[config.mk]
export PLATFORM = sky130hd
export DESIGN_NAME = rainbow_seq_ctrl_flat
export DESIGN_NICKNAME = d
export VERILOG_FILES = /design/src/rtl/rainbow_pkg.sv /design/src/rtl/rainbow_seq_ctrl_if.sv /design/src/rtl/rainbow_ch_fsm.sv /design/src/rtl/rainbow_seq_ctrl.sv /design/src/flat_wrapper.sv
export SDC_FILE = /design/constraint.sdc
export NUM_CORES = 1
export LEC_CHECK = 0
export BUFFER_PORTS_ARGS = -buffer_cell sky130_fd_sc_hd__buf_2
export CAP_MARGIN = 10
export CORE_UTILIZATION = 45
export DETAILED_ROUTE_END_ITERATION = 7
export PLACE_DENSITY = 0.61
export SYNTH_ARGS = -nofsm -noshare
export SYNTH_HDL_FRONTEND = slang
export SYNTH_HIERARCHICAL = 1
export SYNTH_SLANG_ARGS = --single-unit
[constraint.sdc]
create_clock -name CLK -period 3.3 [get_ports CLK]
set_clock_uncertainty 0.05 [all_clocks]
set_input_delay 0.495 -clock CLK [delete_from_list [all_inputs] [get_ports CLK]]
set_output_delay 0.495 -clock CLK [all_outputs]
set_load 0.03 [all_outputs]
[src/rtl/rainbow_pkg.sv]
// rainbow_pkg: shared state encodings, defaults and channel indices for the rainbow sequencer.
package rainbow_pkg;

    typedef enum logic [1:0] {CH_OFF, CH_UP, CH_DOWN} ch_state_t;
    typedef enum logic [1:0] {SQ_IDLE, SQ_LAUNCH, SQ_GAP, SQ_RUN} seq_state_t;

    localparam int DEF_FREQ    = 2400;
    localparam int DEF_CW      = 25;
    localparam int DEF_STAGGER = 2 * DEF_FREQ * DEF_FREQ / 3;

    localparam int R = 0;
    localparam int G = 1;
    localparam int B = 2;

    // Top edge to down->up flip: lands mid-period after duty hits 0, before it would wrap.
    function automatic int bot_dly(input int freq);
        return freq * (freq - 1) + freq / 2;
    endfunction

endpackage

[src/rtl/rainbow_seq_ctrl_if.sv]
// rainbow_seq_ctrl_if: enable/monitor inputs and per-channel control outputs of the rainbow sequencer.
interface rainbow_seq_ctrl_if;

    logic       en;
    logic [2:0] stt;
    logic [2:0] flag;
    logic [2:0] active;
    logic [2:0] err;

    modport master (output en, output stt, input flag, input active, input err);
    modport slave  (input en, input stt, output flag, output active, output err);

endinterface

[src/rtl/rainbow_ch_fsm.sv]
// rainbow_ch_fsm: one breathing channel's up/down ramp control; RAINBOW_TOP_TIMEOUT_EN adds an UP timeout with sticky err.
module rainbow_ch_fsm
    import rainbow_pkg::*;
#(
    parameter int FREQ = DEF_FREQ,
    parameter int CW   = DEF_CW
) (
    input  logic CLK,
    input  logic RST,
    input  logic en,
    input  logic launch,
    input  logic stt,
    output logic flag,
    output logic active,
    output logic err
);

    localparam logic [CW-1:0] BOT_LAST = CW'(bot_dly(FREQ) - 1);

    ch_state_t     st;
    logic          stt_q;
    logic          top_q;
    logic          up_to;
    logic [CW-1:0] tmr;

`ifdef RAINBOW_TOP_TIMEOUT_EN
    localparam logic [CW-1:0] TOP_LAST = CW'(FREQ * FREQ + FREQ - 1);
    assign up_to = tmr == TOP_LAST;
    always_ff @(posedge CLK or posedge RST) begin
        if (RST)
            err <= 1'b0;
        else if (en && st == CH_UP && !top_q && up_to)
            err <= 1'b1;
    end
`else
    assign up_to = 1'b0;
    assign err   = 1'b0;
`endif

    // top_q is masked while OFF so an STT already high at launch never counts as an edge.
    always_ff @(posedge CLK or posedge RST) begin
        if (RST) begin
            st     <= CH_OFF;
            flag   <= 1'b0;
            active <= 1'b0;
            stt_q  <= 1'b0;
            top_q  <= 1'b0;
            tmr    <= '0;
        end else begin
            stt_q <= stt;
            top_q <= en && st != CH_OFF && stt && !stt_q;
            if (!en) begin
                st     <= CH_OFF;
                flag   <= 1'b0;
                active <= 1'b0;
                tmr    <= '0;
            end else begin
                case (st)
                    CH_OFF: if (launch) begin
                        st     <= CH_UP;
                        flag   <= 1'b1;
                        active <= 1'b1;
                        tmr    <= '0;
                    end
                    CH_UP: if (top_q || up_to) begin
                        st   <= CH_DOWN;
                        flag <= 1'b0;
                        tmr  <= '0;
                    end
`ifdef RAINBOW_TOP_TIMEOUT_EN
                    else begin
                        tmr <= tmr + CW'(1);
                    end
`endif
                    CH_DOWN: if (tmr == BOT_LAST) begin
                        st   <= CH_UP;
                        flag <= 1'b1;
                        tmr  <= '0;
                    end else begin
                        tmr <= tmr + CW'(1);
                    end
                    default: st <= CH_OFF;
                endcase
            end
        end
    end

endmodule

[src/rtl/rainbow_seq_ctrl.sv]
// rainbow_seq_ctrl: launches three breathing PWM channels one stagger apart for a rainbow sweep.
// Optional UP timeout per channel under RAINBOW_TOP_TIMEOUT_EN.
module rainbow_seq_ctrl
    import rainbow_pkg::*;
#(
    parameter int FREQ         = DEF_FREQ,
    parameter int STAGGER_CLKS = DEF_STAGGER,
    parameter int CW           = DEF_CW
) (
    input logic                CLK,
    input logic                RST,
    rainbow_seq_ctrl_if.slave  bus
);

    localparam logic [CW-1:0] GAP_LAST = CW'(STAGGER_CLKS - 1);

    if (longint'(FREQ) * FREQ >= (longint'(1) << CW)) begin : g_cw_chk
        $error("CW too narrow for FREQ*FREQ");
    end
    if (STAGGER_CLKS < 1 || longint'(STAGGER_CLKS) >= (longint'(1) << CW)) begin : g_stag_chk
        $error("STAGGER_CLKS out of range");
    end

    seq_state_t    st;
    logic [1:0]    k;
    logic [CW-1:0] gap;
    logic [2:0]    launch;
    logic [2:0]    flag;
    logic [2:0]    active;
    logic [2:0]    err;

    assign launch = st == SQ_LAUNCH ? 3'b001 << k : 3'b000;

    always_ff @(posedge CLK or posedge RST) begin
        if (RST) begin
            st  <= SQ_IDLE;
            k   <= '0;
            gap <= '0;
        end else if (!bus.en) begin
            st  <= SQ_IDLE;
            k   <= '0;
            gap <= '0;
        end else begin
            case (st)
                SQ_IDLE: begin
                    st <= SQ_LAUNCH;
                    k  <= '0;
                end
                SQ_LAUNCH: begin
                    st  <= k == 2'(B) ? SQ_RUN : SQ_GAP;
                    gap <= '0;
                end
                SQ_GAP: if (gap == GAP_LAST) begin
                    st <= SQ_LAUNCH;
                    k  <= k + 2'd1;
                end else begin
                    gap <= gap + CW'(1);
                end
                default: ;
            endcase
        end
    end

    for (genvar c = 0; c < 3; c++) begin : g_ch
        rainbow_ch_fsm #(.FREQ(FREQ), .CW(CW)) u_ch (
            .CLK    (CLK),
            .RST    (RST),
            .en     (bus.en),
            .launch (launch[c]),
            .stt    (bus.stt[c]),
            .flag   (flag[c]),
            .active (active[c]),
            .err    (err[c])
        );
    end

    assign bus.flag   = flag;
    assign bus.active = active;
    assign bus.err    = err;

endmodule

[src/flat_wrapper.sv]
// flat-port wrapper written by rule: the top's interface ports become plain ports
module rainbow_seq_ctrl_flat import rainbow_pkg::*;
#(
    parameter int FREQ         = DEF_FREQ,
    parameter int STAGGER_CLKS = DEF_STAGGER,
    parameter int CW           = DEF_CW
)
  (CLK, RST, bus_en, bus_stt, bus_flag, bus_active, bus_err);
  rainbow_seq_ctrl_if bus_i ();
  input logic CLK;
  input logic RST;
  input wire logic [$bits(bus_i.en)-1:0] bus_en;
  input wire logic [$bits(bus_i.stt)-1:0] bus_stt;
  output wire logic [$bits(bus_i.flag)-1:0] bus_flag;
  output wire logic [$bits(bus_i.active)-1:0] bus_active;
  output wire logic [$bits(bus_i.err)-1:0] bus_err;
  assign bus_i.en = bus_en;
  assign bus_i.stt = bus_stt;
  assign bus_flag = bus_i.flag;
  assign bus_active = bus_i.active;
  assign bus_err = bus_i.err;
  rainbow_seq_ctrl #(.FREQ(FREQ), .STAGGER_CLKS(STAGGER_CLKS), .CW(CW)) u_core (.CLK(CLK), .RST(RST), .bus(bus_i));
endmodule
# Yosys cells after proc, flatten, opt, wreduce, memory -nomap -nowiden
# Index checks and enable logic that the tools add are counted.
[totals]
inputBits = 6
reg_bits = 122
[classes]
n_reduce_logical = 34
mux = 62
n_shift = 1
n_eq_ne = 36
add_sub_neg = 5
[op_table]
columns = ["operator", "count"]
rows = [
  ["two-way mux 25 bit", 14],
  ["case mux 25 bit (3 select lines)", 3],
  ["adder 25 x 1 -> 25 bit (second input constant)", 4],
  ["equality test 25 x 23 -> 1 bit (second input constant)", 3],
  ["case mux 25 bit (2 select lines)", 1],
  ["two-way mux 2 bit", 16],
  ["equality test 25 x 22 -> 1 bit (second input constant)", 1],
  ["case mux 2 bit (3 select lines)", 4],
  ["!= test 3 bit (second input constant)", 7],
  ["two-way mux 1 bit", 19],
  ["AND reduction 3 bit", 6],
  ["!= test 4 x 1 -> 1 bit (second input constant)", 4],
  ["!= test 2 x 1 -> 1 bit (second input constant)", 6],
  ["!= test 3 x 2 -> 1 bit (second input constant)", 4],
  ["AND reduction 2 bit", 6],
  ["AND reduction 4 bit", 3],
  ["equality test 2 bit (second input constant)", 5],
  ["logical AND 1 bit", 9],
  ["case mux 1 bit (3 select lines)", 3],
  ["equality test 2 x 1 -> 1 bit (second input constant)", 4],
  ["logical NOT 2 bit", 4],
  ["!= test 3 x 1 -> 1 bit (second input constant)", 2],
  ["nonzero test 2 bit", 3],
  ["case mux 2 bit (2 select lines)", 1],
  ["other kinds (4)", 6],
]

# Longest topological paths before layout
[logic_depth]
word_depth = 5
depth_mapped = 9
ltp_nobuf = 8

# By module
# The synthesis kept the hierarchy.
[modules_own_cells]
columns = ["module", "n_inst", "area_each_um2", "cells_each", "seq_area_each_um2"]
rows = [
  ["rainbow_ch_fsm", 3, 1729.2, 184, 775.7],
  ["rainbow_seq_ctrl", 1, 1669.1, 183, 725.7],
]

# Worst setup path before layout
# No wires, ideal clock.
[synth_timing]
path_type = "register -> register"
startpoint = "register u_core.gap[0]"
endpoint = "register u_core.gap[3]"
setup_slack_ns = 1.226
arrival_time_ns = 1.946
stages_incl_launch_ff = 9
path_buffers = 2
t_required_ns = 3.172
cell_sequence = "dfrtp_1 ha_1 and3_4 and3_1 clkbuf_1 a21o_4 buf_6 or3_1 a21oi_1"
[synth_via]
elab_chain_len = 4
elab_cells_between_ends = 7
[synth_rtl]
columns = ["element", "line", "rtl"]
rows = [
  ["start: declaration", "rainbow_seq_ctrl.sv:26", "logic [CW-1:0] gap;"],
  ["start signal: assignment", "rainbow_seq_ctrl.sv:57", "gap <= gap + CW'(1);"],
  ["adder 25 x 1 -> 25 bit", "rainbow_seq_ctrl.sv:57", ""],
  ["two-way mux 25 bit", "rainbow_seq_ctrl.sv:53", "SQ_GAP: if (gap == GAP_LAST) begin"],
  ["case mux 25 bit (2 select lines)", "rainbow_seq_ctrl.sv:44", "case (st)"],
  ["two-way mux 25 bit", "rainbow_seq_ctrl.sv:39", "end else if (!bus.en) begin"],
]
# Parallel ways exist; a longest one is shown, timed or not. The select of a mux whose other input is x is not followed.
# A chain may end at the register's enable or synchronous reset.

# Worst setup path after layout
[layout_timing]
startpoint = "register u_core.g_ch[0].u_ch.tmr[1]"
endpoint = "register u_core.g_ch[0].u_ch.tmr[16]"
[layout_via]
elab_chain_len = 4
elab_cells_between_ends = 5
[layout_rtl]
columns = ["element", "line", "rtl"]
rows = [
  ["start: declaration", "rainbow_ch_fsm.sv:24", "logic [CW-1:0] tmr;"],
  ["start signal: assignment", "rainbow_ch_fsm.sv:80", "tmr <= tmr + CW'(1);"],
  ["adder 25 x 1 -> 25 bit / equality test 25 x 23 -> 1 bit (equally long branches)", "rainbow_ch_fsm.sv:80, rainbow_ch_fsm.sv:75", ""],
  ["two-way mux 25 bit (*)", "rainbow_ch_fsm.sv:75", "CH_DOWN: if (tmr == BOT_LAST) begin"],
  ["case mux 25 bit (3 select lines) (*)", "rainbow_ch_fsm.sv:58", "case (st)"],
  ["two-way mux 25 bit (*)", "rainbow_ch_fsm.sv:52", "if (!en) begin"],
]
# Every way passes the cells marked *; elsewhere a longest branch is shown, timed or not.

==> flow_summary.html <==
<table>
<tr><th>Metric</th><th>Value</th></tr>
<tr><th colspan="2">Status</th></tr>
<tr><td>Run status</td><td>complete, no violations</td></tr>
<tr><th colspan="2">Yosys</th></tr>
<tr><td>EDFF count, synth</td><td>0</td></tr>
<tr><td>Library cell with the largest summed area after synthesis</td><td>dfrtp_1</td></tr>
<tr><td>Commonest cells in the netlist</td><td>dfrtp_1 (122), nand2_1 (70), nand3_1 (62)</td></tr>
<tr><td>Synthesized flop and latch total</td><td>122</td></tr>
<tr><td>Sequential area share after synthesis</td><td>0.4453</td></tr>
<tr><td>Library cell with the highest instance count after synthesis</td><td>dfrtp_1</td></tr>
<tr><td>Mean area per synthesized cell</td><td>9.329 um^2</td></tr>
<tr><td>Most common flop cell mapped by yosys</td><td>dfrtp_1</td></tr>
<tr><td>Cell area after synthesis</td><td>0.006857 mm^2</td></tr>
<tr><td>Post-synthesis cell count</td><td>735</td></tr>
<tr><td>Distinct cell type count of the synthesized netlist</td><td>61</td></tr>
<tr><td>Async set-or-reset flop fraction in the synthesized netlist</td><td>1.000</td></tr>
<tr><td>Net count after synthesis</td><td>748</td></tr>
<tr><td>Dominant cells by area after synthesis</td><td>dfrtp_1 (45%), nand3_1 (4.5%), xor2_1 (4.3%), nand2_1 (3.8%), nand4_1 (3.6%)</td></tr>
<tr><td>Post-synth top area share</td><td>0.4453</td></tr>
<tr><td>Number of warning messages in the yosys log</td><td>6</td></tr>
<tr><th colspan="2">Placed design</th></tr>
<tr><td>Count of port buffers added during placement</td><td>11</td></tr>
<tr><td>Placed wire-length estimate</td><td>10,080 um</td></tr>
<tr><td>Cell area after placement</td><td>0.007007 mm^2</td></tr>
<tr><td>GP Congestion</td><td>0.8662</td></tr>
<tr><th colspan="2">STA</th></tr>
<tr><td>Max-slew headroom</td><td>0.5459</td></tr>
<tr><td>Setup violators final</td><td>0</td></tr>
<tr><td>Final TNS setup</td><td>0 ps</td></tr>
<tr><td>Crit path time final</td><td>2373 ps</td></tr>
<tr><td>Worst hold slack across all endpoints</td><td>49.70 ps</td></tr>
<tr><td>FMAX</td><td>421.5 MHz</td></tr>
<tr><td>Share of the clock period used by the worst path after layout</td><td>0.7190</td></tr>
<tr><td>RSZ-0062 raised after global routing</td><td>false</td></tr>
<tr><td>Final max-slew violation count</td><td>0</td></tr>
<tr><td>Count of final hold-check violations</td><td>0</td></tr>
<tr><td>Worst Tran Pin Value</td><td>675.5 ps</td></tr>
<tr><th colspan="2">Power and ir drop</th></tr>
<tr><td>PD cells</td><td>479.4 mW/mm^2</td></tr>
<tr><td>Internal portion of total power</td><td>2.816 mW</td></tr>
<tr><td>Logic gate share of total power</td><td>0.048</td></tr>
<tr><td>Final Power</td><td>3.673 mW</td></tr>
<tr><td>Net Sw Frac</td><td>0.2332</td></tr>
<tr><td>Fraction of power consumed by the clock network</td><td>0.537</td></tr>
<tr><td>Seq pwr share</td><td>0.415</td></tr>
<tr><td>Leakage power</td><td>3.099 nW</td></tr>
<tr><td>Peak ir drop on the vdd network</td><td>0.3482 mV</td></tr>
<tr><td>Sw Pwr</td><td>0.8565 mW</td></tr>
<tr><th colspan="2">Floorplan</th></tr>
<tr><td>Num ports</td><td>15</td></tr>
<tr><td>Core Box Area</td><td>0.01470 mm^2</td></tr>
<tr><td>Number of rows in the core area</td><td>44</td></tr>
<tr><td>Area of the die</td><td>0.01573 mm^2</td></tr>
<tr><td>Die width</td><td>125.4 um</td></tr>
<tr><td>Starting utilization of the core area</td><td>0.4665</td></tr>
<tr><td>Height of the die</td><td>125.4 um</td></tr>
<tr><th colspan="2">Layout</th></tr>
<tr><td>Final Cell Area</td><td>0.007661 mm^2</td></tr>
<tr><td>Post-layout net count</td><td>758</td></tr>
<tr><td>Fill cell count</td><td>1,347</td></tr>
<tr><td>Diode count</td><td>0</td></tr>
<tr><td>Layout Area Growth over Synthesis</td><td>11.73%</td></tr>
<tr><td>Ratio of cells with drive above 1 in the final layout</td><td>0.1385</td></tr>
<tr><th colspan="2">Setup path</th></tr>
<tr><td>Crit path kind</td><td>reg2reg</td></tr>
<tr><td>Cells traversed along the worst timing path</td><td>ha_1 &gt; nand3_1 &gt; nor4_4 &gt; a31oi_2 &gt; nor2_4 &gt; nor2_1</td></tr>
<tr><td>Worst-path fanout max</td><td>10</td></tr>
<tr><td>Data required, critical path</td><td>3550 ps</td></tr>
<tr><td>Critical path data arrival time</td><td>2630 ps</td></tr>
<tr><td>Setup crit end kind</td><td>register</td></tr>
<tr><td>Maximum single-stage delay on the critical path</td><td>490 ps</td></tr>
<tr><td>Critical-path cell with the highest stage delay</td><td>nor4_4</td></tr>
<tr><td>Startpoint kind of the worst setup timing path</td><td>register</td></tr>
<tr><th colspan="2">Global routing</th></tr>
<tr><td>Number of antenna violations at the first check in global routing</td><td>0</td></tr>
<tr><td>Global-route wire length before repair</td><td>26,040 um</td></tr>
<tr><td>Largest net degree at the start of global routing</td><td>32</td></tr>
<tr><td>Global routing usage summed across all routing layers</td><td>0.2052</td></tr>
<tr><td>Remaining global-route overflow</td><td>0</td></tr>
<tr><td>Vias in the first global route</td><td>5,440</td></tr>
<tr><th colspan="2">Clock tree</th></tr>
<tr><td>Maximum buffer depth of the clock tree</td><td>2</td></tr>
<tr><td>CTS Hold Buffers Added</td><td>0</td></tr>
<tr><td>Post_cts resized</td><td>0</td></tr>
<tr><td>Setup repair bufs after CTS</td><td>0</td></tr>
<tr><td>Clock latency on the worst-skew pair</td><td>430 ps</td></tr>
<tr><td>TritonCTS buffer count</td><td>17</td></tr>
<tr><td>Count of H-tree levels built during CTS</td><td>4</td></tr>
<tr><td>CTS Sinks</td><td>122</td></tr>
<tr><td>TritonCTS clock tree</td><td>yes</td></tr>
<tr><td>Post-CTS clock slew at the launch and capture registers of the worst setup and hold paths</td><td>60 ps</td></tr>
<tr><td>Root Buffer Master</td><td>clkbuf_16</td></tr>
<tr><th colspan="2">Drt</th></tr>
<tr><td>Total wire length</td><td>15,080 um</td></tr>
<tr><td>Via count</td><td>5,593</td></tr>
<tr><td>Number of violations reported at the end of detailed-routing iteration 0</td><td>426</td></tr>
<tr><td>Detail-routed via count per cell</td><td>5.937</td></tr>
<tr><td>Antenna Violating Nets Remaining</td><td>0</td></tr>
<tr><td>Routed wire length per instance</td><td>16.01 um</td></tr>
<tr><td>Detailed Routing Iterations Pass 1</td><td>7</td></tr>
<tr><td>DRC violations left</td><td>0</td></tr>
<tr><th colspan="2">Run</th></tr>
<tr><td>Count of max-cap constraint violations</td><td>0</td></tr>
<tr><th colspan="2">Min path</th></tr>
<tr><td>Class of the worst hold path</td><td>in2async</td></tr>
</table>
## path summary, 6_finish.rpt
| kind | cells after the start | to | slack (ps) | start |
|---|---|---|---|---|
| setup / recovery | 6 | u_core/g_ch[0].u_ch/tmr[16] | 930 | u_core/g_ch[0].u_ch/tmr[1] |
| hold / removal | 2 | u_core/k[1] | 50 | RST |
| setup reg to reg | 6 | u_core/g_ch[0].u_ch/tmr[16] | 930 | u_core/g_ch[0].u_ch/tmr[1] |
| hold reg to reg | 1 | u_core/g_ch[2].u_ch/top_q | 350 | u_core/g_ch[2].u_ch/stt_q |
| max in group asynchronous | 3 | u_core/st[0] | 2700 | RST |
| min in group CLK | 1 | u_core/g_ch[2].u_ch/stt_q | 140 | bus_stt[2] |
## power by group through the flow
stage,combinational (mW),clock [mW],sequential (mW)
global route,0.201,2.06,1.53
detailed placement,0.176,0,1.55
global placement,0.173,0,1.55
CTS,0.177,2.00,1.52
finish,0.178,1.97,1.52
floorplan,0.136,0,1.55
## per-stage QoR
stage,utilization,setup slack [ps],std cells
CTS,0.5193,925.3,941
detailed placement,0.4767,972.7,909
floorplan,-,1226,735
finish,0.5212,927.3,942
global route,0.5212,724.1,942
global placement,0.4767,1044,909
## layer usage
| layer | track usage | share of wire |
|---|---|---|
| met1 | 0.2734 | 0.48 |
| met2 | 0.3304 | 0.47 |
| met3 | 0.03766 | 0.033 |
| met4 | 0.08321 | 0.016 |
| met5 | 0 | 0 |
## logic make-up after synthesis
family,Yosys count,synth area share
compound gates,141,0.1391
buf+inv,48,0.03832
other cells,3,0.001642
flops,122,0.4453
fa+ha+maj,7,0.01277
simple gates,371,0.3080
xor+xnor,43,0.05493
## registers in the layout, indices dropped and copies added (netlist names)
signal / cells
u_core/g_ch.u_ch/tmr: 75
u_core/gap: 25
u_core/g_ch.u_ch/st: 6
u_core/g_ch.u_ch/active: 3
u_core/g_ch.u_ch/flag: 3
u_core/g_ch.u_ch/stt_q: 3
u_core/g_ch.u_ch/top_q: 3
u_core/k: 2
u_core/st: 2
## critical path, delay by kind of cell, from the launching register on
kind | cells | cell delay (ps)
AO/OA/AOI/OAI | 1 | 310
adder cells (fa/ha/maj) | 1 | 300
flip-flops | 1 | 440
AND/OR/NAND/NOR | 4 | 1150
## layout make-up
class / count / area [um^2] / share of cell area
Multi-Input combinational cell: 565 / 3541 / 0.4622
Inverter: 20 / 75.07 / 0.009799
Sequential cell: 122 / 3053 / 0.3985
Timing Repair Buffer: 19 / 135.1 / 0.01764
Clock buffer: 17 / 425.4 / 0.05553
Tap cell: 184 / 230.2 / 0.03005
Clock inverter: 15 / 201.4 / 0.02629
## layout by cell type, fill, tap and decap left out, drive strengths merged, types with 19 or more instances in the layout
cell and instances:
a21oi 28, and3 27, buf 19, dfrtp 122
inv 20, nand2 70, nand3 62, nand4 40
nor2 62, o21ai 52, or3 19, xor2 34
(Power assumes the default switching activity.)
